--- src/rtl/apb2_fifo_slave_pkg.sv ---
// Shared constants for the APB2 FIFO responder: register addresses, bit positions,
// and the decoded access type.
package apb2_fifo_slave_pkg;

    localparam int unsigned ADDR_TXDATA   = 0;
    localparam int unsigned ADDR_RXDATA   = 1;
    localparam int unsigned ADDR_STATUS   = 2;
    localparam int unsigned ADDR_CTRL     = 3;
    localparam int unsigned ADDR_TXCOUNT  = 4;
    localparam int unsigned ADDR_RXCOUNT  = 5;
    localparam int unsigned ADDR_IRQ_MASK = 6;

    localparam int unsigned ST_TX_FULL  = 0;
    localparam int unsigned ST_TX_EMPTY = 1;
    localparam int unsigned ST_RX_FULL  = 2;
    localparam int unsigned ST_RX_EMPTY = 3;
    localparam int unsigned ST_TX_OVF   = 4;
    localparam int unsigned ST_RX_UDF   = 5;

    localparam int unsigned CTRL_TX_FLUSH = 0;
    localparam int unsigned CTRL_RX_FLUSH = 1;
    localparam int unsigned CTRL_TX_EN    = 2;

    typedef enum logic [1:0] {
        ACC_IDLE = 2'd0,
        ACC_WR   = 2'd1,
        ACC_RD   = 2'd2
    } acc_e;

endpackage

--- src/rtl/sync_fifo.sv ---
// Single-clock FIFO with flush; head word is presented combinationally (no fall-through).
module sync_fifo #(
    parameter int unsigned DEPTH = 8,
    parameter int unsigned WIDTH = 8,
    parameter int unsigned CW    = $clog2(DEPTH) + 1
) (
    input  logic             clk,
    input  logic             rst_n,
    input  logic             push,
    input  logic             pop,
    input  logic             flush,
    input  logic [WIDTH-1:0] wdata,
    output logic [WIDTH-1:0] rdata,
    output logic             full,
    output logic             empty,
    output logic [CW-1:0]    count
);

    localparam int unsigned PW = $clog2(DEPTH);

    logic [WIDTH-1:0] mem [DEPTH];
    logic [PW-1:0]    wr_ptr;
    logic [PW-1:0]    rd_ptr;
    logic             push_acc_c;
    logic             pop_acc_c;

    assign full       = (count == CW'(DEPTH));
    assign empty      = (count == '0);
    assign pop_acc_c  = pop && !empty;
    assign push_acc_c = push && (!full || pop_acc_c);
    assign rdata      = mem[rd_ptr];

    // Pointers wrap naturally at DEPTH (power of two); flush overrides everything.
    always_ff @(posedge clk or negedge rst_n) begin
        if (!rst_n) begin
            wr_ptr <= '0;
            rd_ptr <= '0;
            count  <= '0;
        end else if (flush) begin
            wr_ptr <= '0;
            rd_ptr <= '0;
            count  <= '0;
        end else begin
            if (push_acc_c) wr_ptr <= wr_ptr + PW'(1);
            if (pop_acc_c)  rd_ptr <= rd_ptr + PW'(1);
            case ({push_acc_c, pop_acc_c})
                2'b10:   count <= count + CW'(1);
                2'b01:   count <= count - CW'(1);
                default: count <= count;
            endcase
        end
    end

    always_ff @(posedge clk) begin
        if (push_acc_c && !flush) mem[wr_ptr] <= wdata;
    end

endmodule

--- src/rtl/apb2_fifo_slave.sv ---
// APB2 completer exposing TX/RX byte FIFOs plus status/control registers.
// Optional interrupt output and IRQ_MASK register: define APB2_FIFO_SLAVE_IRQ_EN.
module apb2_fifo_slave #(
    parameter int unsigned ADDR_BITS = 4,
    parameter int unsigned DATA_BITS = 8,
    parameter int unsigned DEPTH     = 8
) (
    input  logic                 PCLK,
    input  logic                 PRESETn,
    input  logic [ADDR_BITS-1:0] PADDR,
    input  logic                 PSEL,
    input  logic                 PENABLE,
    input  logic                 PWRITE,
    input  logic [DATA_BITS-1:0] PWDATA,
    output logic [DATA_BITS-1:0] PRDATA,
    output logic [DATA_BITS-1:0] tx_data,
    output logic                 tx_valid,
    input  logic                 tx_ready,
    input  logic [DATA_BITS-1:0] rx_data,
    input  logic                 rx_valid,
`ifdef APB2_FIFO_SLAVE_IRQ_EN
    output logic                 irq,
`endif
    output logic                 rx_ready
);

    import apb2_fifo_slave_pkg::*;

    localparam int unsigned CW = $clog2(DEPTH) + 1;

    acc_e                 acc_c;
    logic                 wr_c;
    logic                 rd_c;
    logic [CW-1:0]        tx_count;
    logic [CW-1:0]        rx_count;
    logic                 tx_full;
    logic                 tx_empty;
    logic                 rx_full;
    logic                 rx_empty;
    logic [DATA_BITS-1:0] tx_head;
    logic [DATA_BITS-1:0] rx_head;
    logic                 tx_push_c;
    logic                 tx_pop_c;
    logic                 tx_flush_c;
    logic                 rx_push_c;
    logic                 rx_pop_c;
    logic                 rx_flush_c;
    logic                 ctrl_wr_c;
    logic                 status_wr_c;
    logic                 tx_ovf_set_c;
    logic                 rx_udf_set_c;
    logic                 tx_ovf_q;
    logic                 rx_udf_q;
    logic                 tx_enable_q;
    logic [DATA_BITS-1:0] status_c;

    // Access phase decode; APB2 has no wait states so each commit is a single edge.
    always_comb begin
        acc_c = ACC_IDLE;
        if (PSEL && PENABLE) begin
            if (PWRITE) acc_c = ACC_WR;
            else        acc_c = ACC_RD;
        end
    end

    assign wr_c        = (acc_c == ACC_WR);
    assign rd_c        = (acc_c == ACC_RD);
    assign ctrl_wr_c   = wr_c && (PADDR == ADDR_BITS'(ADDR_CTRL));
    assign status_wr_c = wr_c && (PADDR == ADDR_BITS'(ADDR_STATUS));

    assign tx_push_c  = wr_c && (PADDR == ADDR_BITS'(ADDR_TXDATA));
    assign tx_pop_c   = tx_valid && tx_ready;
    assign tx_flush_c = ctrl_wr_c && PWDATA[CTRL_TX_FLUSH];
    assign rx_push_c  = rx_valid && rx_ready;
    assign rx_pop_c   = rd_c && (PADDR == ADDR_BITS'(ADDR_RXDATA));
    assign rx_flush_c = ctrl_wr_c && PWDATA[CTRL_RX_FLUSH];

    assign tx_ovf_set_c = tx_push_c && tx_full && !tx_pop_c && !tx_flush_c;
    assign rx_udf_set_c = rx_pop_c && rx_empty;

    assign tx_valid = !tx_empty && tx_enable_q;
    assign tx_data  = tx_head;
    assign rx_ready = !rx_full;

    sync_fifo #(.DEPTH(DEPTH), .WIDTH(DATA_BITS), .CW(CW)) u_tx_fifo (
        .clk   (PCLK),
        .rst_n (PRESETn),
        .push  (tx_push_c),
        .pop   (tx_pop_c),
        .flush (tx_flush_c),
        .wdata (PWDATA),
        .rdata (tx_head),
        .full  (tx_full),
        .empty (tx_empty),
        .count (tx_count)
    );

    sync_fifo #(.DEPTH(DEPTH), .WIDTH(DATA_BITS), .CW(CW)) u_rx_fifo (
        .clk   (PCLK),
        .rst_n (PRESETn),
        .push  (rx_push_c),
        .pop   (rx_pop_c),
        .flush (rx_flush_c),
        .wdata (rx_data),
        .rdata (rx_head),
        .full  (rx_full),
        .empty (rx_empty),
        .count (rx_count)
    );

    // Sticky error flags (set beats W1C clear) and the enable bit.
    always_ff @(posedge PCLK or negedge PRESETn) begin
        if (!PRESETn) begin
            tx_ovf_q    <= 1'b0;
            rx_udf_q    <= 1'b0;
            tx_enable_q <= 1'b0;
        end else begin
            tx_ovf_q <= tx_ovf_set_c || (tx_ovf_q && !(status_wr_c && PWDATA[ST_TX_OVF]));
            rx_udf_q <= rx_udf_set_c || (rx_udf_q && !(status_wr_c && PWDATA[ST_RX_UDF]));
            if (ctrl_wr_c) tx_enable_q <= PWDATA[CTRL_TX_EN];
        end
    end

    always_comb begin
        status_c              = '0;
        status_c[ST_TX_FULL]  = tx_full;
        status_c[ST_TX_EMPTY] = tx_empty;
        status_c[ST_RX_FULL]  = rx_full;
        status_c[ST_RX_EMPTY] = rx_empty;
        status_c[ST_TX_OVF]   = tx_ovf_q;
        status_c[ST_RX_UDF]   = rx_udf_q;
    end

`ifdef APB2_FIFO_SLAVE_IRQ_EN
    logic [DATA_BITS-1:0] irq_mask_q;
    logic                 irq_q;

    always_ff @(posedge PCLK or negedge PRESETn) begin
        if (!PRESETn) begin
            irq_mask_q <= '0;
            irq_q      <= 1'b0;
        end else begin
            irq_q <= |(status_c & irq_mask_q);
            if (wr_c && (PADDR == ADDR_BITS'(ADDR_IRQ_MASK))) irq_mask_q <= PWDATA;
        end
    end

    assign irq = irq_q;
`endif

    // Read data must be stable from the setup phase, so it decodes straight off PADDR.
    always_comb begin
        PRDATA = '0;
        if (PSEL && !PWRITE) begin
            case (PADDR)
                ADDR_BITS'(ADDR_RXDATA):  PRDATA = rx_empty ? '0 : rx_head;
                ADDR_BITS'(ADDR_STATUS):  PRDATA = status_c;
                ADDR_BITS'(ADDR_CTRL):    PRDATA[CTRL_TX_EN] = tx_enable_q;
                ADDR_BITS'(ADDR_TXCOUNT): PRDATA = DATA_BITS'(tx_count);
                ADDR_BITS'(ADDR_RXCOUNT): PRDATA = DATA_BITS'(rx_count);
`ifdef APB2_FIFO_SLAVE_IRQ_EN
                ADDR_BITS'(ADDR_IRQ_MASK): PRDATA = irq_mask_q;
`endif
                default:                  PRDATA = '0;
            endcase
        end
    end

endmodule

--- config.mk ---
export PLATFORM = sky130hd
export DESIGN_NAME = apb2_fifo_slave
export DESIGN_NICKNAME = d
export VERILOG_FILES = /design/src/rtl/apb2_fifo_slave_pkg.sv /design/src/rtl/sync_fifo.sv /design/src/rtl/apb2_fifo_slave.sv
export SDC_FILE = /design/constraint.sdc
export NUM_CORES = 1
export LEC_CHECK = 0
export CORE_ASPECT_RATIO = 2
export CORE_MARGIN = 2
export CORE_UTILIZATION = 45
export CTS_BUF_LIST = sky130_fd_sc_hd__clkbuf_4 sky130_fd_sc_hd__clkbuf_8 sky130_fd_sc_hd__clkbuf_16
export DETAILED_ROUTE_END_ITERATION = 10
export DONT_BUFFER_PORTS = 1
export HOLD_SLACK_MARGIN = 0.1
export MAX_ROUTING_LAYER = met4
export SETUP_SLACK_MARGIN = 0.05
export SLEW_MARGIN = 10
export SYNTH_ARGS = -nofsm -noshare
export SYNTH_HDL_FRONTEND = slang
export SYNTH_HIERARCHICAL = 1
export SYNTH_SLANG_ARGS = --single-unit
--- constraint.sdc ---
create_clock -name PCLK -period 6.4 [get_ports PCLK]
set_clock_uncertainty 0.15 [all_clocks]
set_input_delay 1.28 -clock PCLK [delete_from_list [all_inputs] [get_ports PCLK]]
set_output_delay 1.28 -clock PCLK [all_outputs]
set_load 0.005 [all_outputs]
==> impl_metrics.json <==
{
  "status": "completed",
  "synth_edf_count": 128,
  "first_global_vias": 3890,
  "area_growth_pct": 12.30,
  "timing.fmax_mhz": 258.6,
  "power_density_nw_per_um2": 368.7,
  "synth-seq-cells": 151,
  "fp.dieH_um": 177.8,
  "tightest_slew_ns": 1.199,
  "cts-root-buf": "clkbuf_16",
  "ctsHoldBuffers": 0,
  "cts_setup_buffers": 0,
  "die_w_um": 90.91,
  "drtAntennaViolNets": 0,
  "gr-total-overflow": 0,
  "clock-sinks": 151,
  "path_delay_family": "flip-flops",
  "r2r-end": "u_rx_fifo/mem[1][1]$_DFFE_PP_",
  "post_cts_resized": 0,
  "internal-power_mw": 2.017,
  "cp_cell_sequence": "mux4_2 -> mux2_2",
  "p_switching_mw": 0.7977,
  "drt_iter0_drc": 167,
  "yosysTopAreaCell": "edfxtp_1",
  "min_from": "rx_udf_q$_DFF_PN0_",
  "p_clk_frac": 0.358,
  "setup_viol": 0,
  "crit_buf_inv": 0,
  "synth_area_leaders": "edfxtp_1 (57%), mux4_2 (11%), dfrtp_1 (8.5%), mux2_2 (3.8%), nor2_1 (2.0%)",
  "dpl.hpwl_um": 10520,
  "synth_top_area_frac": 0.5654,
  "grt_max_degree": 24,
  "power_frac_comb": 0.177,
  "p_total_mw": 2.815,
  "ir_drop_mv": 0.2758,
  "slowest_stage": "dfrtp_1",
  "avgViaCountPerCell": 5.685,
  "clk_path_buf_depth": 2,
  "min_to": "rx_udf_q$_DFF_PN0_",
  "grt_use_total": 0.1951,
  "yosysUniqueCellTypes": 58,
  "rows": 63,
  "fin_nets": 450,
  "drt-pass1-iter-count": 4,
  "routed_wirelength_um": 14230,
  "end_kind": "output pin",
  "synthesis.area_sq_um": 6798,
  "path_class": "flop to output pin",
  "arrival_ns": 2.44,
  "r2r-start": "u_rx_fifo/count[0]$_DFFE_PN0P_",
  "core_sq_um": 14820,
  "drive_gt1_frac": 0.2793,
  "setup_tns_ns": 0,
  "vias": 3536,
  "startpoint_type": "flop",
  "tritoncts": "yes",
  "port_buffers": 0,
  "rsz0062_at_grt": "false",
  "async_reset_ff_frac": 0.1523,
  "slew_viol_final": 0,
  "hold_viol": 0,
  "ioPinCount": 45,
  "cp.required_ns": 4.97,
  "cts-buffers-inserted": 17,
  "antenna_found_initial": 0,
  "reg2reg_slack_ns": 2.87,
  "post-route-period-util": 0.6042,
  "die_area_sq_um": 16170,
  "crit_path_max_incr_delay_ns": 1.08,
  "grt_pass1_wl_um": 21940,
  "ys_seq_area_frac": 0.6501,
  "r2r_cells": 6,
  "hp-class": "flop to flop",
  "drc_errors": 0,
  "synth.avg_cell_area_sq_um": 16.91,
  "clk_pin_slew_worst_paths_ns": 0.06,
  "start_util": 0.4587,
  "place_congestion": 0.8604,
  "yosysWarnings": 6,
  "synth_nets": 439,
  "wl_per_cell_um": 22.87,
  "clock_latency_ns": 0.42,
  "p_seq_frac": 0.465,
  "cts_max_level": 4,
  "cp_max_fo": 18,
  "synthCells": 402,
  "switching_share": 0.2834,
  "leakage_nw": 2.586,
  "synth-main-ff-cell": "edfxtp_1",
  "holdPathStages": 1,
  "slew_headroom": 0.1942,
  "maxCapViolCount": 0,
  "min_period_ns": 3.867
}
==> cells in the mapped netlist, drive strengths merged, types with 4 or more instances <==
cell / instances
dfrtp: 23
nor2b: 8
nor3: 7
xor2: 6
nand2: 7
and3: 5
o211ai: 4
mux2i: 6
a21oi: 7
mux2: 27
xnor2: 4
clkbuf: 4
nand3: 13
nor4b: 4
mux4: 32
inv: 10
nor2: 39
ha: 8
buf: 13
edfxtp: 128
==> layer usage <==
| metal | global-route usage | vias up | routed length (um) |
|---|---|---|---|
| met3 | 0.04798 | 33 | 585 |
| met1 | 0.1733 | 1803 | 4704 |
| met2 | 0.3669 | 83 | 8315 |
| li1 | - | 1617 | - |
| met4 | 0.1124 | 0 | 620 |
| met5 | - | - | 0 |
==> kinds of logic (layout without fill, tap and decap cells) <==
logic type | count (synthesis) | after routing | synth area share
compound gates | 37 | 37 | 0.04988
fa+ha+maj | 10 | 10 | 0.02062
buf+inv | 27 | 51 | 0.02080
mux | 65 | 65 | 0.1618
xor+xnor | 10 | 10 | 0.01288
flops | 151 | 151 | 0.6501
simple gates | 102 | 102 | 0.08393
other cells | 0 | 1 | 0
==> worst max-delay path by stage <==
stage / start / endpoint / slack (ns) / cells past startpoint
finish: u_tx_fifo/rd_ptr[0]$_DFFE_PN0P_ / tx_data[4] / 2.53 / 2
CTS: u_tx_fifo/rd_ptr[0]$_DFFE_PN0P_ / tx_data[4] / 2.44 / 2
detailed placement: PENABLE / u_rx_fifo/mem[1][2]$_DFFE_PP_ / 2.42 / 5
global route: u_tx_fifo/rd_ptr[0]$_DFFE_PN0P_ / tx_data[5] / 2.37 / 2
global placement: PENABLE / u_rx_fifo/mem[1][1]$_DFFE_PP_ / 2.46 / 5
floorplan: PADDR[1] / u_rx_fifo/mem[0][0]$_DFFE_PP_ / 2.57 / 6
==> cells in the final DEF, fill, tap and decap left out, types with 4 or more instances in the layout <==
| master | count |
|---|---|
| ha_1 | 8 |
| clkbuf_16 | 17 |
| mux2_4 | 4 |
| buf_4 | 9 |
| inv_6 | 7 |
| dfrtp_1 | 23 |
| nand2_1 | 7 |
| mux2_2 | 23 |
| o211ai_1 | 4 |
| nor3_1 | 7 |
| nor2_1 | 37 |
| mux2i_1 | 6 |
| inv_1 | 10 |
| nor2b_1 | 8 |
| a21oi_1 | 7 |
| xnor2_1 | 4 |
| and3_1 | 4 |
| mux4_2 | 32 |
| nand3_1 | 13 |
| xor2_1 | 6 |
| edfxtp_1 | 128 |
==> flip-flops by register name, indices dropped and copies added (netlist names) <==
name / flops
tx_ovf_q: 1
u_rx_fifo/mem: 64
tx_enable_q: 1
u_rx_fifo/count: 4
u_rx_fifo/wr_ptr: 3
rx_udf_q: 1
u_tx_fifo/mem: 64
u_tx_fifo/rd_ptr: 3
u_tx_fifo/wr_ptr: 3
u_rx_fifo/rd_ptr: 3
u_tx_fifo/count: 4
==> area by class of cell <==
class / instances / area (sq um)
clock buffer: 17 / 425.4
clock inverter: 15 / 175.2
fill: 1282 / 7186
antenna: 1 / 2.502
tap: 195 / 244.0
inverter: 10 / 37.54
sequential: 151 / 4419
multi-input combinational: 224 / 2262
timing repair buffer: 9 / 67.56
==> power groups by stage <==
| stage | combinational, mW | clock (mW) | sequential (mW) |
|---|---|---|---|
| 2_1_floorplan | 0.427 | 0 | 1.26 |
| 3_3_place_gp | 0.488 | 0 | 1.32 |
| 3_5_place_dp | 0.503 | 0 | 1.33 |
| 4_1_cts | 0.503 | 1.04 | 1.31 |
| 5_1_grt | 0.542 | 1.06 | 1.32 |
| 6_report | 0.498 | 1.01 | 1.31 |
==> worst reg2reg max path: stages, from the launching register on <==
cell and delay [ns]:
dfrtp_1 0.64, nor3_1 0.13, nand2_1 0.17, inv_1 0.13, nor2b_1 0.71, o21ai_4 0.20
nor3_1 1.00
==> metrics by stage <==
| step | area [sq um] | setup WS, ns | hold slack [ns] | std cells | utilization |
|---|---|---|---|---|---|
| after CTS | 7631 | 2.440 | 0.3680 | 621 | 0.5149 |
| after global routing | 7631 | 2.372 | 0.3743 | 621 | 0.5149 |
| after global placement | 7030 | 2.459 | 0.3491 | 589 | 0.4744 |
| after detailed placement | 7030 | 2.421 | 0.3427 | 589 | 0.4744 |
| after floorplan | 6798 | 2.568 | 0.3165 | 402 | - |
| final | 7634 | 2.533 | 0.3706 | 622 | 0.5151 |
Note: power is estimated with default switching activity, not from simulation.
